[config.mk]
export PLATFORM = sky130hd
export DESIGN_NAME = xm23_fetch_unit_flat
export DESIGN_NICKNAME = d
export VERILOG_FILES = /design/src/rtl/xm23_fetch_unit_if.sv /design/src/rtl/xm23_fetch_unit.sv /design/src/flat_wrapper.sv
export SDC_FILE = /design/constraint.sdc
export NUM_CORES = 1
export LEC_CHECK = 0
export CORE_MARGIN = 3
export CORE_UTILIZATION = 50
export DETAILED_ROUTE_END_ITERATION = 16
export GPL_TIMING_DRIVEN = 0
export PLACE_DENSITY = 0.78
export SETUP_SLACK_MARGIN = 0.15
export SKIP_CTS_REPAIR_TIMING = 1
export SLEW_MARGIN = 10
export SYNTH_ARGS = -nofsm -noshare
export SYNTH_HDL_FRONTEND = slang
export SYNTH_SLANG_ARGS = --single-unit
[constraint.sdc]
create_clock -name clk -period 5.4 [get_ports clk]
set_clock_uncertainty 0.1 [all_clocks]
set_input_delay 1.08 -clock clk [delete_from_list [all_inputs] [get_ports clk]]
set_output_delay 1.08 -clock clk [all_outputs]
set_load 0.03 [all_outputs]
[src/rtl/xm23_fetch_unit_if.sv]
// Fetch-stage bundle: pipeline control in, instruction memory port, and fetch slot out.
interface xm23_fetch_unit_if;
  logic [7:0]  stall_in;
  logic        redirect;
  logic [15:0] redirect_pc;
  logic        imem_req;
  logic [15:0] imem_addr;
  logic        imem_rvalid;
  logic [15:0] imem_rdata;
  logic [15:0] fetch_out;
  logic [15:0] fetch_pc;
  logic        fetch_valid;

  modport master (
    input  stall_in, redirect, redirect_pc, imem_rvalid, imem_rdata,
    output imem_req, imem_addr, fetch_out, fetch_pc, fetch_valid
  );

  modport slave (
    output stall_in, redirect, redirect_pc, imem_rvalid, imem_rdata,
    input  imem_req, imem_addr, fetch_out, fetch_pc, fetch_valid
  );
endinterface

[src/rtl/xm23_fetch_unit.sv]
// XM23 fetch: one read in flight, slot valid 1 cycle after imem_rvalid, one word/cycle streaming.
// A stalled full slot parks the returning word in a one-entry skid; no reads until it drains.
module xm23_fetch_unit #(
  parameter logic [15:0] RESET_PC = 16'h0000,
  parameter int          PC_STEP  = 2
) (
  input logic               clk,
  input logic               rst_n,
  xm23_fetch_unit_if.master bus
);

  typedef enum logic [1:0] {S_IDLE, S_WAIT, S_HOLD} state_t;

  state_t      state_q, state_d;
  logic [15:0] pc_q, pc_d;
  logic [15:0] req_pc_q, req_pc_d;
  logic [15:0] out_q, out_d;
  logic [15:0] out_pc_q, out_pc_d;
  logic        out_vld_q, out_vld_d;
  logic [15:0] skid_dat_q, skid_dat_d;
  logic [15:0] skid_pc_q, skid_pc_d;
  logic        skid_vld_q, skid_vld_d;
  logic        drop_q, drop_d;
  logic        req_c;

  logic stalled;
  logic slot_free;

  assign stalled   = |bus.stall_in;
  assign slot_free = !out_vld_q || !stalled;

  always_ff @(posedge clk or negedge rst_n) begin
    if (!rst_n) begin
      state_q    <= S_IDLE;
      pc_q       <= RESET_PC;
      req_pc_q   <= RESET_PC;
      out_q      <= 16'h0000;
      out_pc_q   <= RESET_PC;
      out_vld_q  <= 1'b0;
      skid_dat_q <= 16'h0000;
      skid_pc_q  <= 16'h0000;
      skid_vld_q <= 1'b0;
      drop_q     <= 1'b0;
    end else begin
      state_q    <= state_d;
      pc_q       <= pc_d;
      req_pc_q   <= req_pc_d;
      out_q      <= out_d;
      out_pc_q   <= out_pc_d;
      out_vld_q  <= out_vld_d;
      skid_dat_q <= skid_dat_d;
      skid_pc_q  <= skid_pc_d;
      skid_vld_q <= skid_vld_d;
      drop_q     <= drop_d;
    end
  end

  always_comb begin
    state_d    = state_q;
    pc_d       = pc_q;
    req_pc_d   = req_pc_q;
    out_d      = out_q;
    out_pc_d   = out_pc_q;
    out_vld_d  = out_vld_q;
    skid_dat_d = skid_dat_q;
    skid_pc_d  = skid_pc_q;
    skid_vld_d = skid_vld_q;
    drop_d     = drop_q;
    req_c      = 1'b0;

    // Consumed slot empties unless something below reloads it this edge.
    if (out_vld_q && !stalled) begin
      out_vld_d = 1'b0;
      out_d     = 16'h0000;
    end

    if (bus.redirect) begin
      pc_d       = bus.redirect_pc & 16'hFFFE;
      out_vld_d  = 1'b0;
      out_d      = 16'h0000;
      skid_vld_d = 1'b0;
      // A read still in flight must be swallowed when it finally returns.
      if (state_q == S_WAIT && !bus.imem_rvalid) begin
        drop_d  = 1'b1;
        state_d = S_WAIT;
      end else begin
        drop_d  = 1'b0;
        state_d = S_IDLE;
      end
    end else begin
      case (state_q)
        S_IDLE: begin
          if (slot_free) begin
            req_c    = 1'b1;
            req_pc_d = pc_q;
            pc_d     = pc_q + 16'(PC_STEP);
            state_d  = S_WAIT;
          end
        end
        S_WAIT: begin
          if (bus.imem_rvalid) begin
            if (drop_q) begin
              drop_d  = 1'b0;
              state_d = S_IDLE;
            end else if (slot_free) begin
              out_d     = bus.imem_rdata;
              out_pc_d  = req_pc_q;
              out_vld_d = 1'b1;
              req_c     = 1'b1;
              req_pc_d  = pc_q;
              pc_d      = pc_q + 16'(PC_STEP);
            end else begin
              skid_dat_d = bus.imem_rdata;
              skid_pc_d  = req_pc_q;
              skid_vld_d = 1'b1;
              state_d    = S_HOLD;
            end
          end
        end
        S_HOLD: begin
          if (!stalled) begin
            out_d      = skid_dat_q;
            out_pc_d   = skid_pc_q;
            out_vld_d  = 1'b1;
            skid_vld_d = 1'b0;
            state_d    = S_IDLE;
          end
        end
        default: state_d = S_IDLE;
      endcase
    end
  end

  assign bus.imem_req    = req_c & rst_n;
  assign bus.imem_addr   = pc_q;
  assign bus.fetch_out   = out_q;
  assign bus.fetch_pc    = out_pc_q;
  assign bus.fetch_valid = out_vld_q;

endmodule

[src/flat_wrapper.sv]
// flat-port wrapper written by rule: the top's interface ports become plain ports
module xm23_fetch_unit_flat 
#(
  parameter logic [15:0] RESET_PC = 16'h0000,
  parameter int          PC_STEP  = 2
)
  (clk, rst_n, bus_stall_in, bus_redirect, bus_redirect_pc, bus_imem_rvalid, bus_imem_rdata, bus_imem_req, bus_imem_addr, bus_fetch_out, bus_fetch_pc, bus_fetch_valid);
  xm23_fetch_unit_if bus_i ();
  input logic clk;
  input logic rst_n;
  input wire logic [$bits(bus_i.stall_in)-1:0] bus_stall_in;
  input wire logic [$bits(bus_i.redirect)-1:0] bus_redirect;
  input wire logic [$bits(bus_i.redirect_pc)-1:0] bus_redirect_pc;
  input wire logic [$bits(bus_i.imem_rvalid)-1:0] bus_imem_rvalid;
  input wire logic [$bits(bus_i.imem_rdata)-1:0] bus_imem_rdata;
  output wire logic [$bits(bus_i.imem_req)-1:0] bus_imem_req;
  output wire logic [$bits(bus_i.imem_addr)-1:0] bus_imem_addr;
  output wire logic [$bits(bus_i.fetch_out)-1:0] bus_fetch_out;
  output wire logic [$bits(bus_i.fetch_pc)-1:0] bus_fetch_pc;
  output wire logic [$bits(bus_i.fetch_valid)-1:0] bus_fetch_valid;
  assign bus_i.stall_in = bus_stall_in;
  assign bus_i.redirect = bus_redirect;
  assign bus_i.redirect_pc = bus_redirect_pc;
  assign bus_i.imem_rvalid = bus_imem_rvalid;
  assign bus_i.imem_rdata = bus_imem_rdata;
  assign bus_imem_req = bus_i.imem_req;
  assign bus_imem_addr = bus_i.imem_addr;
  assign bus_fetch_out = bus_i.fetch_out;
  assign bus_fetch_pc = bus_i.fetch_pc;
  assign bus_fetch_valid = bus_i.fetch_valid;
  xm23_fetch_unit #(.RESET_PC(RESET_PC), .PC_STEP(PC_STEP)) u_core (.clk(clk), .rst_n(rst_n), .bus(bus_i));
endmodule
# Word level (Yosys, flattened, before mapping)
# Cells that the tools add are included.
# classes
add_sub_neg	1
eq_ne	11
n_mux	45
bitwise_logic	4
n_reduce_logical	19
# op_table
cell	count
16-bit 2-to-1 mux	17
16-bit case mux with 2 select lines	4
16-bit by 2-bit adder with 16-bit output, second input constant	1
1-bit 2-to-1 mux	15
2-bit 2-to-1 mux	6
3-bit inequality test, second input constant	3
4-bit AND reduction	2
2-bit nonzero test	4
8-bit OR reduction	1
2-bit inequality test, second input constant	3
2-bit case mux with 3 select lines	1
6-bit AND reduction	1
5-bit AND reduction	1
4-bit by 3-bit inequality test with 1-bit output, second input constant	1
1-bit case mux with 2 select lines	2
1-bit zero test	3
3-bit by 2-bit inequality test with 1-bit output, second input constant	1
1-bit NOT	3
3-bit AND reduction	1
3-bit nonzero test	1
2-bit by 1-bit == test with 1-bit output, second input constant	1
2-bit == test, second input constant	1
1-bit logical AND	2
2-bit zero test	1
other kinds (4)	4
# totals
ff_bits	100
in_bits	44
out_inout_bits	50

# Depth between registers and ports, before layout
# depth
ltp_word	9
ltp_mapped	8

# Worst setup path after synthesis
# No wires, ideal clock.
# synth_timing
path_kind	input to output
from	in bus_stall_in[1]
to	out bus_imem_req
arrival_time_ns	2.376
required_ns	4.220
path_slack_ns	1.844
stages	4
cell_sequence	or4_1 > o21ai_2 > buf_2 > o2111a_1
# synth_via
elab_chain_cells	9
# synth_lines
item	line	text
from (decl)	flat_wrapper.sv:11	input wire logic [$bits(bus_i.stall_in)-1:0] bus_stall_in;
8-bit OR reduction (*)	xm23_fetch_unit.sv:29	assign stalled = |bus.stall_in;
1-bit zero test (*)	xm23_fetch_unit.sv:30	assign slot_free = !out_vld_q || !stalled;
1-bit logical OR (*)	xm23_fetch_unit.sv:30	
1-bit 2-to-1 mux (*)	xm23_fetch_unit.sv:93, xm23_fetch_unit.sv:105	
1-bit 2-to-1 mux	xm23_fetch_unit.sv:102	if (drop_q) begin
1-bit 2-to-1 mux	xm23_fetch_unit.sv:101	if (bus.imem_rvalid) begin
1-bit case mux with 2 select lines (*)	xm23_fetch_unit.sv:91	case (state_q)
1-bit 2-to-1 mux (*)	xm23_fetch_unit.sv:77	if (bus.redirect) begin
1-bit bitwise AND (*)	xm23_fetch_unit.sv:134	assign bus.imem_req = req_c & rst_n;
to (decl)	flat_wrapper.sv:16	output wire logic [$bits(bus_i.imem_req)-1:0] bus_imem_req;
# Every way passes the cells marked *; elsewhere a longest branch is shown, timed or not.

# Final worst setup path
# layout_timing
from	in bus_imem_rvalid
to	out bus_imem_req
# layout_via
elab_chain_cells	4
# layout_lines
item	line	text
from (decl)	flat_wrapper.sv:14	input wire logic [$bits(bus_i.imem_rvalid)-1:0] bus_imem_rvalid;
1-bit 2-to-1 mux	xm23_fetch_unit.sv:101	
1-bit case mux with 2 select lines	xm23_fetch_unit.sv:91	
1-bit 2-to-1 mux	xm23_fetch_unit.sv:77	
1-bit bitwise AND	xm23_fetch_unit.sv:134	
# Every way passes these cells.

==> impl_metrics.ini <==
[final_layout]
area_growth_pct = 26.78
antenna_cells = 0
post_layout_nonfiller_instances = 614
stdcell_area_um2 = 5964
fraction_of_layout_cells_with_a_size_suffix_above_1 = 0.2174
multiInputGateArea_um2 = 2087
nFillCells = 673
regArea_um2 = 2402
nets = 549

[power_and_ir_drop]
total_leakage_power_nw = 2.397
worst_ir_drop_vdd_mv = 0.2277
cellPowerDensity_nw_per_um2 = 408.5
design_power_total_mw = 2.436

[floorplanning]
chipHeight_um = 103
rows = 34
io-pin-count = 94
core_um2 = 8934
starting_utilization_of_the_core_area = 0.5266
die-area_um2 = 10610
die_w_um = 103

[logic_synthesis]
mapped_cells = 398
proportion_of_synthesized_chip_area_in_sequential_cells = 0.5106
yosys_most_used_dff = dfrtp_1
syn_area_um2 = 4705
synthesis.area_per_instance_um2 = 11.82
synthTopCellsByArea = dfrtp_1 51%, mux2_2 17%, a32oi_1 2.8%, o32ai_1 2.8%, or4_1 1.9%
synthDominantCellAreaShare = 0.5106
yosysWarningCount = 0
synth-edff-count = 0
yosysMostFrequentCell = dfrtp_1
synth.ff_latch_count = 96
synth_async_sr_flop_share = 1.000
synth_cell_types = 51
yosysTopAreaCell = dfrtp_1
yosys-top-cells-count = 96 x dfrtp_1, 69 x mux2_2, 23 x inv_1

[critical_path]
critPathKind = input pin to output pin
endpoint_type_of_the_worst_setup_path = output pin
max_fanout_on_critical_path = 10
critPathRequiredTime_ns = 4.22
timing.critical_path.arrival_ns = 3.68
worstSetupStartpointType = input pin

[job]
drv_cap = 0

[placed_design]
port_buffers = 90
placed_cells = 598
placement.cell_area_um2 = 5769
dp_hpwl_um = 8363
routabilityCongestion = 0.8803

[run_status]
status = complete, no violations

[sta]
timing_worst_slew_pin_value_ns = 0.6809
period_minus_slack_ns = 4.864
final.period_utilization = 0.9006
setup_total_negative_slack_ns = 0
setup_repair_after_global_routing_missed_its_margin = no
report.final.slew_viol_count = 0
timing.max_slew.rel_slack = 0.5460
finalHoldViolCount = 0
setup_violations = 0
max_freq_mhz = 205.6

[drt]
vias_per_cell = 6.047
post_drt_wl_per_cell_um = 19.02
drt_first_iter_violations = 301
post-route-drc-count = 0
detailedRoute.firstPassIterationCount = 5
detail_route.wirelength_um = 11680
detail-route-antenna-nets = 0
detailroute.via_count = 3713

[global_routing]
via_count_of_the_first_global_routing_pass = 3783
grt_antenna_before_repair = 0
global_route.overflow_total = 0
grt_pass1_wl_um = 18580
grt_usage = 0.2275
maximum_number_of_pins_on_one_net_before_global_route_repair = 51

[cts]
clock-root-buffer = clkbuf_8
tritoncts_clock_tree = done
cts.sinks = 96
cts.htree.levels = 3
worst_skew_pair.late_latency_ns = 0.37
cts_buffers = 9
clk_path_buf_depth = 2
cts.clk_slew.worst_paths_ns = 0.08

[hold_path]
worstHoldPathType = flop to flop
## registers in the layout (all words and copies together) (netlist names)
name,flops
u_core.bus.fetch_pc,15
u_core.state_q,2
u_core.bus.fetch_valid,1
u_core.req_pc_q,15
u_core.bus.imem_addr,15
u_core.bus.fetch_out,16
u_core.drop_q,1
u_core.skid_pc_q,15
u_core.skid_dat_q,16
## final timing paths
check,from,endpoint,slack [ns],cells past startpoint
max in group asynchronous,rst_n,u_core.skid_dat_q[11],3.91,2
hold / removal,u_core.skid_pc_q[12],u_core.skid_pc_q[12],0.39,1
setup reg to reg,u_core.state_q[1],u_core.bus.fetch_pc[2],2.81,6
min in group asynchronous,rst_n,u_core.skid_pc_q[11],0.63,1
setup / recovery,bus_imem_rvalid,bus_imem_req,0.54,6
hold reg to reg,u_core.skid_pc_q[12],u_core.skid_pc_q[12],0.39,1
## routing by layer
metal	track usage	part of all wire
met3	0.04195	0.054
met2	0.3823	0.51
met5	0	0
met1	0.2966	0.43
met4	0.07769	0.012
## through the flow
stage                     worst slack [ns]  utilization  hold slack (ns)
final                               0.5365       0.6676           0.3864
after global placement              -1.713       0.6430           0.3626
after floorplan                      1.844            -           0.3522
after global routing                0.4168       0.6676           0.3982
after detailed placement            0.5867       0.6458           0.3705
after CTS                           0.5625       0.6676           0.3915
## logic make-up (layout without fill, tap and decap cells)
| logic type | Yosys count | in the layout | synth area share |
|---|---|---|---|
| other cells | 1 | 2 | 0.0007971 |
| mux | 77 | 77 | 0.1840 |
| flops | 96 | 96 | 0.5106 |
| fa+ha+maj | 4 | 4 | 0.01064 |
| simple gates | 83 | 83 | 0.1067 |
| compound gates | 88 | 88 | 0.1407 |
| buf+inv | 49 | 156 | 0.04654 |
## critical path, stage by stage
cell	delay, ns
clkdlybuf4s50_1	0.61
and3b_1	0.25
clkbuf_1	0.39
clkbuf_1	0.43
o2111a_1	0.23
clkdlybuf4s50_1	0.70
## area by class of cell
cell class	count	area share
Sequential cell	96	0.4028
Multi-Input combinational cell	254	0.3499
Timing Repair Buffer	91	0.1552
Tap cell	108	0.02266
Buffer	26	0.02224
Clock buffer	10	0.02140
Inverter	23	0.01447
Clock inverter	6	0.01133
## layout by cell type (no fill, tap or decap), types with 2 or more instances in the layout
master	netlist	routed
clkbuf_8	0	9
mux2_2	69	69
buf_4	4	5
or4_1	12	12
mux2_1	7	7
o31ai_1	9	9
nand2b_1	3	3
nand2_1	13	13
nand3_1	8	8
nand4_1	4	4
dfrtp_1	96	96
nor3_1	3	3
clkdlybuf4s50_1	0	89
o2111ai_1	2	2
o211ai_1	4	4
nand3b_1	2	2
nor3_2	2	2
o32ai_1	15	15
o21ai_0	6	6
inv_1	23	23
clkinvlp_4	0	2
conb_1	1	2
nor3b_1	2	2
a32oi_1	15	15
a21oi_1	11	11
or3_1	3	3
nor2_1	21	21
a31oi_1	13	13
nor2b_1	2	2
ha_1	4	4
nor4_4	2	2
o21a_1	2	2
buf_2	10	10
clkbuf_1	10	11
## power breakdown
part	internal, mW	switching, mW	total [mW]
registers	0.881	0.123	1.00
clock network	0.216	0.256	0.472
logic	0.451	0.508	0.959
No activity file was read; power rests on OpenSTA's default activity.
